<file path="src/rtl/or1200_dc_wb_pkg.sv">
// Shared types and Wishbone encodings for the data-cache bus interface.
// Latency: n/a (types and constants only).
// Backpressure: n/a.
//
// Optional feature macro: OR1200_DC_WB_RETRY_EN adds the RETRY state.
package or1200_dc_wb_pkg;

   typedef enum logic [2:0] {
      ST_IDLE,
      ST_SINGLE,
      ST_BURST,
      ST_DONE
`ifdef OR1200_DC_WB_RETRY_EN
      , ST_RETRY
`endif
   } state_e;

   localparam logic [2:0] CTI_CLASSIC = 3'b000;
   localparam logic [2:0] CTI_INCR    = 3'b010;
   localparam logic [2:0] CTI_EOB     = 3'b111;

   localparam logic [1:0] BTE_LINEAR  = 2'b00;
   localparam logic [1:0] BTE_WRAP4   = 2'b01;

endpackage

</file>
<file path="src/rtl/or1200_dc_wb_beat_addr.sv">
// Beat counter plus wrapping word-address generator for cache-line bursts.
// Latency: address/last are registered state, visible the cycle after clr/adv.
// Backpressure: none; advances only when the caller pulses adv_i.
//
// Ports:
//   clk, rst           clock, synchronous active-low reset
//   clr_i              load start_addr_i as the base, zero the beat counter
//   start_addr_i       start byte address of the transfer
//   adv_i              step to the next beat
//   addr_o             current beat address (word offset wraps within the line)
//   last_o             current beat is the final beat of a burst
module or1200_dc_wb_beat_addr #(
   parameter int AW        = 32,
   parameter int BURST_LEN = 4     // power of two, >= 2
) (
   input  logic          clk,
   input  logic          rst,
   input  logic          clr_i,
   input  logic [AW-1:0] start_addr_i,
   input  logic          adv_i,
   output logic [AW-1:0] addr_o,
   output logic          last_o
);

   localparam int CW = $clog2(BURST_LEN);

   logic [AW-1:0] base_q, base_d;
   logic [CW-1:0] cnt_q, cnt_d;

   always_comb begin
      base_d = base_q;
      cnt_d  = cnt_q;
      if (clr_i) begin
         base_d = start_addr_i;
         cnt_d  = '0;
      end else if (adv_i) begin
         cnt_d  = cnt_q + CW'(1);
      end
   end

   always_ff @(posedge clk) begin
      if (!rst) begin
         base_q <= '0;
         cnt_q  <= '0;
      end else begin
         base_q <= base_d;
         cnt_q  <= cnt_d;
      end
   end

   // Only the word-offset bits inside the line move; the line address and
   // the byte offset stay as latched, which gives the critical-word-first wrap.
   always_comb begin
      addr_o          = base_q;
      addr_o[CW+1:2]  = base_q[CW+1:2] + cnt_q;
   end

   assign last_o = (cnt_q == CW'(BURST_LEN - 1));

endmodule

</file>
<file path="src/rtl/or1200_dc_wb_burst.sv">
// Wishbone B3 master turning data-cache FSM level requests into single or wrapping burst cycles.
// Latency: cyc/stb rise 1 cycle after a request; valid/error are combinational from the slave response.
// Backpressure: holds each beat until the slave acks; an FSM that drops its request aborts the cycle.
//
// Optional feature macro: OR1200_DC_WB_RETRY_EN (rty re-issues the beat after a gap,
// bounded by RETRY_MAX; without it rty terminates the cycle like err).
//
// Ports:
//   clk, rst                       clock, synchronous active-low reset
//   biu_read, biu_write, burst     FSM request levels; burst sampled at start
//   biu_addr, biu_sel              start address and byte selects, sampled at start
//   biu_dat_i / biu_dat_o          write data in / read data out (pass-through)
//   biudata_valid, biudata_error   per-beat completion and error pulses to the FSM
//   wb_*_o / wb_*_i                Wishbone master side
module or1200_dc_wb_burst
   import or1200_dc_wb_pkg::*;
#(
   parameter int AW        = 32,
   parameter int DW        = 32,
   parameter int BURST_LEN = 4,
   parameter int RETRY_MAX = 7,
   parameter int RETRY_GAP = 2
) (
   input  logic            clk,
   input  logic            rst,
   input  logic            biu_read,
   input  logic            biu_write,
   input  logic            burst,
   input  logic [AW-1:0]   biu_addr,
   input  logic [DW/8-1:0] biu_sel,
   input  logic [DW-1:0]   biu_dat_i,
   output logic            biudata_valid,
   output logic            biudata_error,
   output logic [DW-1:0]   biu_dat_o,
   output logic            wb_cyc_o,
   output logic            wb_stb_o,
   output logic            wb_we_o,
   output logic [AW-1:0]   wb_adr_o,
   output logic [DW/8-1:0] wb_sel_o,
   output logic [DW-1:0]   wb_dat_o,
   output logic [2:0]      wb_cti_o,
   output logic [1:0]      wb_bte_o,
   input  logic            wb_ack_i,
   input  logic            wb_err_i,
   input  logic            wb_rty_i,
   input  logic [DW-1:0]   wb_dat_i
);

   state_e            state_q, state_d;
   logic              we_q, we_d;
   logic [DW/8-1:0]   sel_q, sel_d;

   logic              ba_clr, ba_adv, ba_last;
   logic [AW-1:0]     ba_addr;

   logic              req, bus_act, live;
   logic              term_err, err_ev, ack_ev, exhaust_ev;

   or1200_dc_wb_beat_addr #(
      .AW        (AW),
      .BURST_LEN (BURST_LEN)
   ) u_beat_addr (
      .clk          (clk),
      .rst          (rst),
      .clr_i        (ba_clr),
      .start_addr_i (biu_addr),
      .adv_i        (ba_adv),
      .addr_o       (ba_addr),
      .last_o       (ba_last)
   );

   assign req     = biu_read | biu_write;
   assign bus_act = (state_q == ST_SINGLE) || (state_q == ST_BURST);
   // A response only counts while the strobe is out, the FSM still wants the
   // data and reset is not asserted.
   assign live    = bus_act & req & rst;

`ifdef OR1200_DC_WB_RETRY_EN
   localparam int RCW = $clog2(RETRY_MAX + 1);
   localparam int GCW = (RETRY_GAP > 1) ? $clog2(RETRY_GAP) : 1;
   localparam logic [RCW-1:0] RTY_LIMIT = RCW'(RETRY_MAX);
   localparam logic [GCW-1:0] GAP_LAST  = GCW'(RETRY_GAP - 1);

   logic [RCW-1:0] rty_cnt_q, rty_cnt_d;
   logic [GCW-1:0] gap_q, gap_d;
   logic           burst_q, burst_d;
   logic           rty_ev;

   assign term_err   = wb_err_i;
   assign rty_ev     = live & wb_rty_i & ~wb_err_i;
   assign exhaust_ev = rty_ev & (rty_cnt_q == RTY_LIMIT);
   assign ack_ev     = live & wb_ack_i & ~wb_err_i & ~wb_rty_i;
`else
   logic unused_retry_cfg;
   assign unused_retry_cfg = (RETRY_MAX + RETRY_GAP) != 0;

   assign term_err   = wb_err_i | wb_rty_i;
   assign exhaust_ev = 1'b0;
   assign ack_ev     = live & wb_ack_i & ~term_err;
`endif

   assign err_ev        = live & term_err;
   assign biudata_valid = ack_ev;
   assign biudata_error = err_ev | exhaust_ev;

   always_comb begin
      state_d = state_q;
      we_d    = we_q;
      sel_d   = sel_q;
      ba_clr  = 1'b0;
      ba_adv  = 1'b0;
`ifdef OR1200_DC_WB_RETRY_EN
      rty_cnt_d = rty_cnt_q;
      gap_d     = gap_q;
      burst_d   = burst_q;
`endif
      case (state_q)
         ST_IDLE: begin
            if (req) begin
               ba_clr  = 1'b1;
               we_d    = biu_write;      // write wins when both are high
               sel_d   = biu_sel;
               state_d = burst ? ST_BURST : ST_SINGLE;
`ifdef OR1200_DC_WB_RETRY_EN
               rty_cnt_d = '0;
               burst_d   = burst;
`endif
            end
         end
         ST_SINGLE, ST_BURST: begin
            if (!req) begin
               state_d = ST_IDLE;
            end else if (err_ev) begin
               state_d = ST_DONE;
`ifdef OR1200_DC_WB_RETRY_EN
            end else if (rty_ev) begin
               if (exhaust_ev) begin
                  state_d = ST_DONE;
               end else begin
                  rty_cnt_d = rty_cnt_q + RCW'(1);
                  gap_d     = '0;
                  state_d   = ST_RETRY;
               end
`endif
            end else if (ack_ev) begin
`ifdef OR1200_DC_WB_RETRY_EN
               rty_cnt_d = '0;
`endif
               if ((state_q == ST_SINGLE) || ba_last) begin
                  state_d = ST_DONE;
               end else begin
                  ba_adv = 1'b1;
               end
            end
         end
         ST_DONE: begin
            if (!req) begin
               state_d = ST_IDLE;
            end
         end
`ifdef OR1200_DC_WB_RETRY_EN
         ST_RETRY: begin
            // Beat counter is untouched here, so the re-issue hits the same
            // address and its cti is recomputed from the same beat position.
            if (!req) begin
               state_d = ST_IDLE;
            end else if (gap_q == GAP_LAST) begin
               state_d = burst_q ? ST_BURST : ST_SINGLE;
            end else begin
               gap_d = gap_q + GCW'(1);
            end
         end
`endif
         default: state_d = ST_IDLE;
      endcase
   end

   always_ff @(posedge clk) begin
      if (!rst) begin
         state_q <= ST_IDLE;
         we_q    <= 1'b0;
         sel_q   <= '0;
`ifdef OR1200_DC_WB_RETRY_EN
         rty_cnt_q <= '0;
         gap_q     <= '0;
         burst_q   <= 1'b0;
`endif
      end else begin
         state_q <= state_d;
         we_q    <= we_d;
         sel_q   <= sel_d;
`ifdef OR1200_DC_WB_RETRY_EN
         rty_cnt_q <= rty_cnt_d;
         gap_q     <= gap_d;
         burst_q   <= burst_d;
`endif
      end
   end

   // Bus qualifiers are forced to zero outside an active cycle so the bus is
   // fully quiet in IDLE/DONE/RETRY and straight after reset.
   always_comb begin
      wb_cyc_o = bus_act;
      wb_stb_o = bus_act;
      wb_we_o  = bus_act & we_q;
      wb_adr_o = bus_act ? ba_addr : '0;
      wb_sel_o = bus_act ? sel_q : '0;
      wb_cti_o = CTI_CLASSIC;
      wb_bte_o = BTE_LINEAR;
      if (state_q == ST_BURST) begin
         wb_cti_o = ba_last ? CTI_EOB : CTI_INCR;
         wb_bte_o = BTE_WRAP4;
      end
   end

   assign biu_dat_o = wb_dat_i;
   assign wb_dat_o  = biu_dat_i;

endmodule

</file>
<file path="config.mk">
export PLATFORM = sky130hd
export DESIGN_NAME = or1200_dc_wb_burst
export DESIGN_NICKNAME = d
export VERILOG_FILES = /design/src/rtl/or1200_dc_wb_pkg.sv /design/src/rtl/or1200_dc_wb_beat_addr.sv /design/src/rtl/or1200_dc_wb_burst.sv
export SDC_FILE = /design/constraint.sdc
export NUM_CORES = 1
export LEC_CHECK = 0
export BUFFER_PORTS_ARGS = -buffer_cell sky130_fd_sc_hd__buf_4
export CAP_MARGIN = 20
export CORE_ASPECT_RATIO = 0.5
export CORE_MARGIN = 4
export CORE_UTILIZATION = 40
export CTS_CLUSTER_SIZE = 8
export DETAILED_ROUTE_END_ITERATION = 10
export PLACE_DENSITY = 0.86
export SLEW_MARGIN = 20
export SYNTH_ARGS = -nofsm -noshare
export SYNTH_HDL_FRONTEND = slang
export SYNTH_SLANG_ARGS = --single-unit
</file>
<file path="constraint.sdc">
create_clock -name clk -period 2.74 [get_ports clk]
set_input_delay 0.274 -clock clk [delete_from_list [all_inputs] [get_ports clk]]
set_output_delay 0.274 -clock clk [all_outputs]
set_load 0.02 [all_outputs]
</file>
==> impl_metrics.tcl, run 1 <==
set metrics [dict create \
    grt-ovfl-total 0 \
    drc 0 \
    drt_iter0_drc 112 \
    worstPathCellList "inv_1, ha_1, buf_4, and2_1, buf_4" \
    dr.pass1.iters 4 \
    syn_area_sq_um 2392 \
    num_rows 19 \
    area_delta_synth_final_pct 16.00 \
    place_congestion 0.8343 \
    rsz0062_at_grt "no" \
    final_layout_size_suffix_gt1_share_pct 31.80 \
    final_util_pct 49.26 \
    setup_viol 0 \
    crit_start "state_q[0]" \
    io_pins 218 \
    use_met2_pct 28.23 \
    grt_pass1_vias 1854 \
    clock_skew_ns 0.008627 \
    n_antenna_cell 0 \
    antenna_found_initial 0 \
    finalMaxSlewViolations 0 \
    synth_nets 426 \
    critPathSlowestCell "ha_1" \
    dpl.hpwl_microns 4640 \
    required_ns 2.47 \
    ant_nets 0 \
    postCtsHoldBufs 0 \
    layout.cells.non_filler 400 \
    grt_max_degree 30 \
    vias 1890 \
    synth_cells 311 \
    hold_slack_ns 0.2382 \
    start_util_pct 42.46 \
    fin_setup_tns_ns 0 \
    async_flop_share_pct 0 \
    final-hold-violation-count 0 \
    clock_tree.buffer_depth 2 \
    fin_ws_ns 0.4922 \
    synth_top_flop_cell "dfxtp_1" \
    cts_resized 0 \
    yosys_warnings 0 \
    worst_path_largest_cell_delay_ns 0.53 \
    arrival_ns 1.97 \
    timing.fmax_ghz 0.4449 \
    avgRoutedWirePerCell_microns 14.77 \
    yosys.area.top_type_share_pct 34.31 \
    path_depth 5 \
    clk_pin_slew_worst_paths_ns 0.06 \
    reg2reg_from "state_q[0]" \
    synth_edf_count 0 \
    worstMarginPinSlew_ns 0.7060 \
    status "finished, final reports clean" \
    finalCritPeriodShare_pct 82.04 \
    slew_headroom_pct 52.93 \
    grt_pass1_wl_microns 9183 \
    clock_latency_ns 0.28 \
    core_sq_um 5634 \
    portBuffers 88 \
    die_area_sq_um 7357 \
    p_leak_nw 1.308 \
    cts_buffers 5 \
    postCtsSetupBuffers 0 \
    synth-seq-cells 41 \
    use_met1_pct 14.57 \
    cts_tree "done" \
    busiest_layer "met2" \
    rrSetupSlack_ns 0.73 \
    yosysSeqAreaShare_pct 34.31 \
    endpoint "wb_adr_o[26]" \
    path_common_cell "buf_4" \
    die_x_microns 117.4 \
    r2r_cells 6 \
    clock-root-buffer "clkbuf_16" \
    synth.area.top_cells "dfxtp_1, buf_4, nand2_1" \
    synth_top_area_cell "dfxtp_1" \
    htree_levels 2 \
    crit_type "reg2out" \
    cp_num_buf_inv 3 \
    powerDensity_nw_per_um2 895.4 \
    fill_cells 516 \
    post-route-min-period_ns 2.248 \
    use_met3_pct 6.148 \
    synth_cell_types 25 \
    dpl.cell_count 392 \
    hp-class "in2reg" \
    nets 441 \
    maxCapViolCount 0 \
    crit_path_max_fanout 29 \
    cts_num_sinks 41 \
    viasPerCell 4.725 \
    fp.dieH_microns 62.69 \
    seq_area_sq_um 820.8 \
    timing.rr.end "u_beat_addr.cnt_q[1]" \
    grtUsageTotal_pct 15.12 \
    path_delay_family "buffers and inverters" \
    critPathLaunchType "register" \
    peakVddDrop_v 0.0003476 \
    multiInputGateArea_sq_um 984.7 \
    drt-total-wl_microns 5908 \
    synth.avg_cell_area_sq_um 7.692 \
    critPathCaptureType "output pin" \
    dp_slack_ns 0.7431 \
]
-- layout make-up --
cell class	count	area share (%)
multi-input combinational	182	35.48
clock buffer	7	5.140
inverter	4	0.5410
clock inverter	1	1.082
tap	73	3.291
sequential	41	29.58
timing repair buffer	92	24.89
-- routing by layer --
layer | wire length, microns | part of all wire (%)
met1 | 2068 | 35
met2 | 3096 | 52
met3 | 581 | 9.8
met4 | 163 | 2.8
met5 | 0 | 0
-- report_power, final --
part	leakage (nW)	internal [W]	total [W]	switching (W)
Clock	0.0841	0.000455	0.000674	0.000219
Sequential	0.338	0.000751	0.000823	0.0000719
Combinational	0.886	0.000392	0.000988	0.000597
Total	1.31	0.00160	0.00248	0.000888
-- placed cells by master (no fill, tap or decap), types with 2 or more instances in the layout --
master,count
a221o_1,2
mux2i_1,2
and2_1,38
nand2_1,76
inv_1,4
xnor2_1,2
a21oi_1,36
buf_4,92
clkbuf_16,5
nor2_1,6
ha_1,7
dfxtp_1,41
-- how the worst min path moves through the flow --
stage / from / to / cells after the start
final: biu_sel[0] / sel_q[0] / 3
after detailed placement: u_beat_addr.base_q[27] / u_beat_addr.base_q[27] / 2
after floorplan: biu_sel[0] / sel_q[0] / 2
after CTS: biu_addr[16] / u_beat_addr.base_q[16] / 3
after global routing: biu_addr[26] / u_beat_addr.base_q[26] / 3
after global placement: u_beat_addr.base_q[30] / u_beat_addr.base_q[30] / 2
-- registers in the layout, indices dropped and copies added, names as in the netlist --
name                count
u_beat_addr.base_q     32
we_q                    1
u_beat_addr.cnt_q       2
sel_q                   4
state_q                 2
-- cell usage after synthesis (2+ instances only) --
cell type  number
and2_1         38
clkbuf_1       10
dfxtp_1        41
inv_1           4
nand2_1        76
o21ai_0         2
xnor2_1         2
mux2i_1         2
buf_2           6
ha_1            7
nor2_1          6
buf_4          68
a221o_1         2
a21oi_1        36
-- metrics by stage --
stage | cell area, sq um | total power [W]
after floorplan | 2392 | 0.001616
after global placement | 2603 | 0.001813
after detailed placement | 2603 | 0.001832
after CTS | 2775 | 0.002503
after global routing | 2775 | 0.002641
final | 2775 | 0.002485
-- worst register-to-register path: cells and delay by family (launching register included) --
kind	cells	cell delay, ns
AND/OR/NAND/NOR	2	0.57
multiplexers	1	0.17
flip-flops	1	0.40
buffers and inverters	1	0.09
AO/OA/AOI/OAI	1	0.15
adder cells (fa/ha/maj)	1	0.53
-- kinds of logic (layout without fill, tap and decap cells) --
group	after synthesis	in the layout	synth area share, %
AOI/OAI and AO/OA	44	44	10.62
xor gates and xnor gates	3	3	1.099
adders and majority gates	7	7	3.661
buffers and inverters	88	104	24.79
DFF	41	41	34.31
muxes	2	2	0.8369
other	1	1	0.1568
and+or+nand+nor	125	125	24.53
No activity file was read; power rests on OpenSTA's default activity.
==> run 2: changes to the inputs <==
--- a/config.mk
+++ b/config.mk
@@ -9,10 +9,10 @@
 export CAP_MARGIN = 20
 export CORE_ASPECT_RATIO = 0.5
 export CORE_MARGIN = 4
-export CORE_UTILIZATION = 40
+export CORE_UTILIZATION = 34
 export CTS_CLUSTER_SIZE = 8
 export DETAILED_ROUTE_END_ITERATION = 10
-export PLACE_DENSITY = 0.86
+export PLACE_DENSITY = 0.77
 export SLEW_MARGIN = 20
 export SYNTH_ARGS = -nofsm -noshare
 export SYNTH_HDL_FRONTEND = slang
==> constraint.sdc (replaced) <==
create_clock -name clk -period 1.98 [get_ports clk]
set_input_delay 0.198 -clock clk [delete_from_list [all_inputs] [get_ports clk]]
set_output_delay 0.198 -clock clk [all_outputs]
set_load 0.02 [all_outputs]
==> run 2 against run 1 <==
- cell count up 6.3%
- sequential share of layout area down 0.77 points
- clock power up 38%
- critical path depth unchanged
- cell area up 2.7%
- global-route usage down 2.3 points
- largest power group unchanged
- highest routed layer unchanged
==> impl_metrics.tcl, run 2 (synthesis results as in run 1) <==
set metrics [dict create \
    status "finished, final reports clean" \
    clock-root-buffer "clkbuf_16" \
    r2r_cells 6 \
    dr.pass1.iters 4 \
    crit_type "reg2out" \
    critPathSlowestCell "ha_1" \
    worstMarginPinSlew_ns 0.6571 \
    maxCapViolCount 0 \
    clock_skew_ns 0.003378 \
    ant_nets 0 \
    die_area_sq_um 8524 \
    wl_met3_microns 355 \
    path_common_cell "buf_4" \
    cts_buffers 5 \
    drt_iter0_drc 71 \
    start_util_pct 35.43 \
    worstPathCellList "inv_1, ha_1, buf_4, and2_1, buf_4" \
    cp_num_buf_inv 3 \
    cts_num_sinks 41 \
    grt-ovfl-total 0 \
    dpl.hpwl_microns 4352 \
    crit_path_max_fanout 22 \
    grt_pass1_vias 1863 \
    clock_latency_ns 0.28 \
    clock_tree.buffer_depth 2 \
    top_register "u_beat_addr.base_q" \
    mostFrequentLayoutCell "buf_4" \
    holdPathEnd "state_q[1]" \
    post-route-min-period_ns 1.801 \
    hp-class "in2reg" \
    core_sq_um 6753 \
    min-delay-start "burst" \
    setup_viol 0 \
    reg2reg_from "state_q[0]" \
    portBuffers 88 \
    arrival_ns 1.60 \
    mostFrequentLayoutCells "buf_4, nand2_1, dfxtp_1" \
    worst_path_largest_cell_delay_ns 0.37 \
    largest_register_ffs 32 \
    htree_levels 2 \
    critPathCaptureType "output pin" \
    wl_met1_microns 2104 \
    top_layer "met4" \
    cts_tree "done" \
    grtUsageTotal_pct 12.80 \
    finalCritPeriodShare_pct 90.98 \
    postCtsSetupBuffers 0 \
    hold_depth 2 \
    fin_setup_tns_ns 0 \
    grt_max_degree 29 \
    viasPerCell 4.426 \
    met2_length_microns 2987 \
    drt-total-wl_microns 5645 \
    clk_pin_slew_worst_paths_ns 0.05 \
    finalMaxSlewViolations 0 \
    n_antenna_cell 0 \
    required_ns 1.78 \
    postCtsHoldBufs 0 \
    final-hold-violation-count 0 \
    fin_ws_ns 0.1785 \
    avgRoutedWirePerCell_microns 13.28 \
    critPathLaunchType "register" \
    timing.fmax_ghz 0.5551 \
    fp.dieH_microns 67.32 \
    io_pins 218 \
    grt_pass1_wl_microns 8714 \
    p_leak_nw 1.343 \
    slew_headroom_pct 55.06 \
    nets 447 \
    final_layout_size_suffix_gt1_share_pct 33.03 \
    peakVddDrop_v 0.0003954 \
    vias 1881 \
    rrSetupSlack_ns 0.28 \
    path_delay_family "buffers and inverters" \
    reg_top3 "u_beat_addr.base_q: 32 flops, sel_q: 4 flops" \
    area_delta_synth_final_pct 19.09 \
    antenna_found_initial 0 \
    die_x_microns 126.6 \
    powerDensity_nw_per_um2 1235 \
    rsz0062_at_grt "no" \
    dp_slack_ns 0.02434 \
    drc 0 \
    num_rows 21 \
    place_congestion 0.8571 \
    timing.rr.end "u_beat_addr.cnt_q[0]" \
]
-- run 2: cell types whose count changed in the layout (fill, tap and decap cells not counted) --
cell	delta
nor2b_2	-1
buf_4	+6
nor2b_4	+1
-- run 2: final cells by class --
type                    instances  area (sq um)
clock buffers                   7         142.6
fillers                       660          3904
clock inverters                 1         30.03
multi-input cells             182         989.7
inverters                       4         15.01
repair buffers                 98         735.7
well taps                      92         115.1
flip-flops and latches         41         820.8
-- run 2: how the worst max path moves through the flow --
stage / from / to / cells past startpoint
floorplan: state_q[0] / u_beat_addr.cnt_q[0] / 6
global placement: state_q[0] / u_beat_addr.base_q[22] / 6
detailed placement: state_q[0] / u_beat_addr.base_q[22] / 6
CTS: state_q[0] / u_beat_addr.base_q[22] / 6
global route: state_q[0] / wb_adr_o[16] / 5
finish: state_q[0] / wb_adr_o[17] / 5
-- run 2: worst reg2reg max path: stages (launching register included) --
cell	delay, ns
dfxtp_1	0.32
inv_1	0.06
ha_1	0.37
o211ai_4	0.12
or4_4	0.51
xor2_1	0.18
nor2_2	0.04
-- run 2: routing by layer --
layer / global-route usage [%] / vias up
met5: 0 / -
met4: 8.289 / 0
met1: 13.15 / 859
met3: 3.870 / 31
li1: - / 950
met2: 23.42 / 41
-- run 2: repair_timing --
item                                   CTS  global route
setup endpoints to repair                0            12
endpoints found under the hold margin    0             0
resized for setup                        0             1
-- run 2: metrics by stage --
| stage | utilization [%] | instances | cell area, sq um | total power (W) | hold WS (ns) |
|---|---|---|---|---|---|
| final | 42.19 | 425 | 2849 | 0.003518 | 0.1651 |
| after detailed placement | 39.56 | 417 | 2671 | 0.002619 | 0.3961 |
| after floorplan | - | 311 | 2392 | 0.002236 | 0.3340 |
| after CTS | 42.12 | 425 | 2844 | 0.003552 | 0.1623 |
| after global placement | 39.56 | 417 | 2671 | 0.002588 | 0.3961 |
| after global routing | 42.19 | 425 | 2849 | 0.003749 | 0.1676 |
-- run 2: report_power, final --
| part | total (W) | switching [W] | internal, W |
|---|---|---|---|
| combinational | 0.00146 | 0.000853 | 0.000605 |
| sequential | 0.00113 | 0.0000909 | 0.00104 |
| clock | 0.000929 | 0.000300 | 0.000629 |
| total | 0.00352 | 0.00124 | 0.00227 |
==> run 3: changes to the inputs <==
--- a/config.mk
+++ b/config.mk
@@ -9,10 +9,11 @@
 export CAP_MARGIN = 20
 export CORE_ASPECT_RATIO = 0.5
 export CORE_MARGIN = 4
-export CORE_UTILIZATION = 34
+export CORE_UTILIZATION = 38
+export CTS_CLUSTER_DIAMETER = 30
 export CTS_CLUSTER_SIZE = 8
 export DETAILED_ROUTE_END_ITERATION = 10
-export PLACE_DENSITY = 0.77
+export PLACE_DENSITY = 0.82
 export SLEW_MARGIN = 20
 export SYNTH_ARGS = -nofsm -noshare
 export SYNTH_HDL_FRONTEND = slang
==> constraint.sdc (replaced) <==
create_clock -name clk -period 1.8 [get_ports clk]
set_input_delay 0.18 -clock clk [delete_from_list [all_inputs] [get_ports clk]]
set_output_delay 0.18 -clock clk [all_outputs]
set_load 0.02 [all_outputs]
==> run 3 against run 2 <==
- via count increased by 2.1%
- die area down 9.6%
- cell count down 0.94%
- first-iteration DRC count grew 1.4%
- cell area up 0.61%
- flip-flop and latch count stayed put
- clock skew fell by 0.00092 ns
- combinational power increased by 19%
- register-to-register slack lost 0.17 ns
- routed wire length grew 6.6%
- global-route usage is 1.2 points higher
- sequential share of layout area decreased by 0.18 points
==> impl_metrics.tcl, run 3 (synthesis results as in run 1) <==
set metrics [dict create \
    grt_max_degree 41 \
    timing.fmax_ghz 0.5928 \
    status "finished, final reports clean" \
    crit_start "state_q[0]" \
    worst_path_largest_cell_delay_ns 0.51 \
    worstMarginPinSlew_ns 0.6014 \
    crit_path_max_fanout 5 \
    io_pins 218 \
    cts_buffers 5 \
    clk_pin_slew_worst_paths_ns 0.06 \
    area_delta_synth_final_pct 19.82 \
    die_area_sq_um 7706 \
    critPathLaunchType "register" \
    powerDensity_nw_per_um2 1359 \
    grt_pass1_vias 1771 \
    cts_tree "done" \
    finalCritPeriodShare_pct 93.72 \
    die_x_microns 120.2 \
    grt_pass1_wl_microns 8763 \
    setup_viol 0 \
    r2r_cells 6 \
    ant_nets 0 \
    clock_tree.buffer_depth 2 \
    dpl.hpwl_microns 4365 \
    peakVddDrop_v 0.0005109 \
    drt_iter0_drc 72 \
    hold_slack_ns 0.1498 \
    critPathCaptureType "register" \
    final_layout_size_suffix_gt1_share_pct 33.63 \
    clock_latency_ns 0.27 \
    post-route-min-period_ns 1.687 \
    avgRoutedWirePerCell_microns 14.30 \
    required_ns 1.97 \
    vias 1920 \
    p_leak_nw 1.345 \
    min-delay-start "burst" \
    largest_register_ffs 32 \
    maxCapViolCount 0 \
    timing.rr.end "u_beat_addr.cnt_q[1]" \
    rrSetupSlack_ns 0.11 \
    portBuffers 88 \
    finalMaxSlewViolations 0 \
    fill_cells 591 \
    n_antenna_cell 0 \
    grt-ovfl-total 0 \
    dr.pass1.iters 4 \
    crit_type "reg2reg" \
    fp.dieH_microns 64.11 \
    num_rows 20 \
    critPathSlowestCell "or4_4" \
    hp-class "in2reg" \
    viasPerCell 4.561 \
    path_depth 6 \
    reg_top3 "u_beat_addr.base_q: 32 flops, sel_q: 4 flops" \
    total_power_w 0.003895 \
    start_util_pct 39.34 \
    postCtsHoldBufs 0 \
    cts_num_sinks 41 \
    slew_headroom_pct 58.87 \
    clock-root-buffer "clkbuf_16" \
    mostFrequentLayoutCells "buf_4, nand2_1, dfxtp_1" \
    cp_num_buf_inv 1 \
    top_register "u_beat_addr.base_q" \
    htree_levels 2 \
    grtUsageTotal_pct 13.96 \
    final-hold-violation-count 0 \
    endpoint "u_beat_addr.cnt_q[1]" \
    core_sq_um 6081 \
    drc 0 \
    place_congestion 0.7725 \
    drt-total-wl_microns 6020 \
    arrival_ns 1.85 \
    mostFrequentLayoutCell "buf_4" \
    clock_skew_ns 0.002456 \
    worstPathCellList "inv_1, ha_4, o211ai_4, or4_4, mux2i_1, nor2_1" \
    path_delay_family "simple AND/OR/NAND/NOR gates" \
    reg2reg_from "state_q[0]" \
    nets 447 \
    antenna_found_initial 0 \
]
run 3: how the worst min path moves through the flow:
stage | slack [ns] | cells after the start | to
after floorplan | 0.32 | 2 | sel_q[0]
after global placement | 0.36 | 0 | biu_dat_o[11]
after detailed placement | 0.36 | 0 | biu_dat_o[11]
after CTS | 0.14 | 2 | state_q[1]
after global routing | 0.15 | 3 | u_beat_addr.base_q[1]
final | 0.15 | 2 | state_q[1]
run 3: repair_timing:
action | CTS | global route
endpoints found under the setup margin | 37 | 37
setup buffers | 0 | 0
resized for setup | 2 | 2
cloned | 0 | 1
run 3: layout make-up:
class                           instances  area [sq um]  area share [%]
Clock buffer                            7         152.6           5.325
Clock inverter                          1         5.005          0.1746
Inverter                                4         15.01          0.5238
Multi-Input combinational cell        182         997.2           34.79
Sequential cell                        41         820.8           28.63
Tap cell                               88         110.1           3.841
Timing Repair Buffer                   98         765.7           26.71
run 3: worst register-to-register path: cells and delay by family, from the launching register on:
kind	cells	cell delay, ns
AND/OR/NAND/NOR	2	0.56
buffers and inverters	1	0.09
flip-flops	1	0.33
multiplexers	1	0.17
adder cells (fa/ha/maj)	1	0.33
AO/OA/AOI/OAI	1	0.10
run 3: routing by layer:
layer / track usage [%] / routed length, microns
met1: 13.95 / 2155
met4: 4.520 / 103
met3: 6.189 / 517
met5: 0 / 0
met2: 26.21 / 3243
run 3: through the flow:
stage | utilization (%) | setup slack, ns | area, sq um | setup TNS (ns) | cells
after detailed placement | 43.77 | 0.1358 | 2661 | 0 | 412
after CTS | 46.48 | 0.02580 | 2826 | 0 | 420
after global routing | 47.14 | -0.03445 | 2867 | -0.05978 | 421
after floorplan | - | 0.009212 | 2395 | 0 | 311
after global placement | 43.77 | 0.1785 | 2661 | 0 | 412
final | 47.14 | 0.1130 | 2867 | 0 | 421
run 3: where the power goes:
group	switching (W)	internal [W]	total (W)
sequential	0.000100	0.00114	0.00124
clock	0.000325	0.000586	0.000912
combinational	0.000983	0.000756	0.00174
total	0.00141	0.00249	0.00389
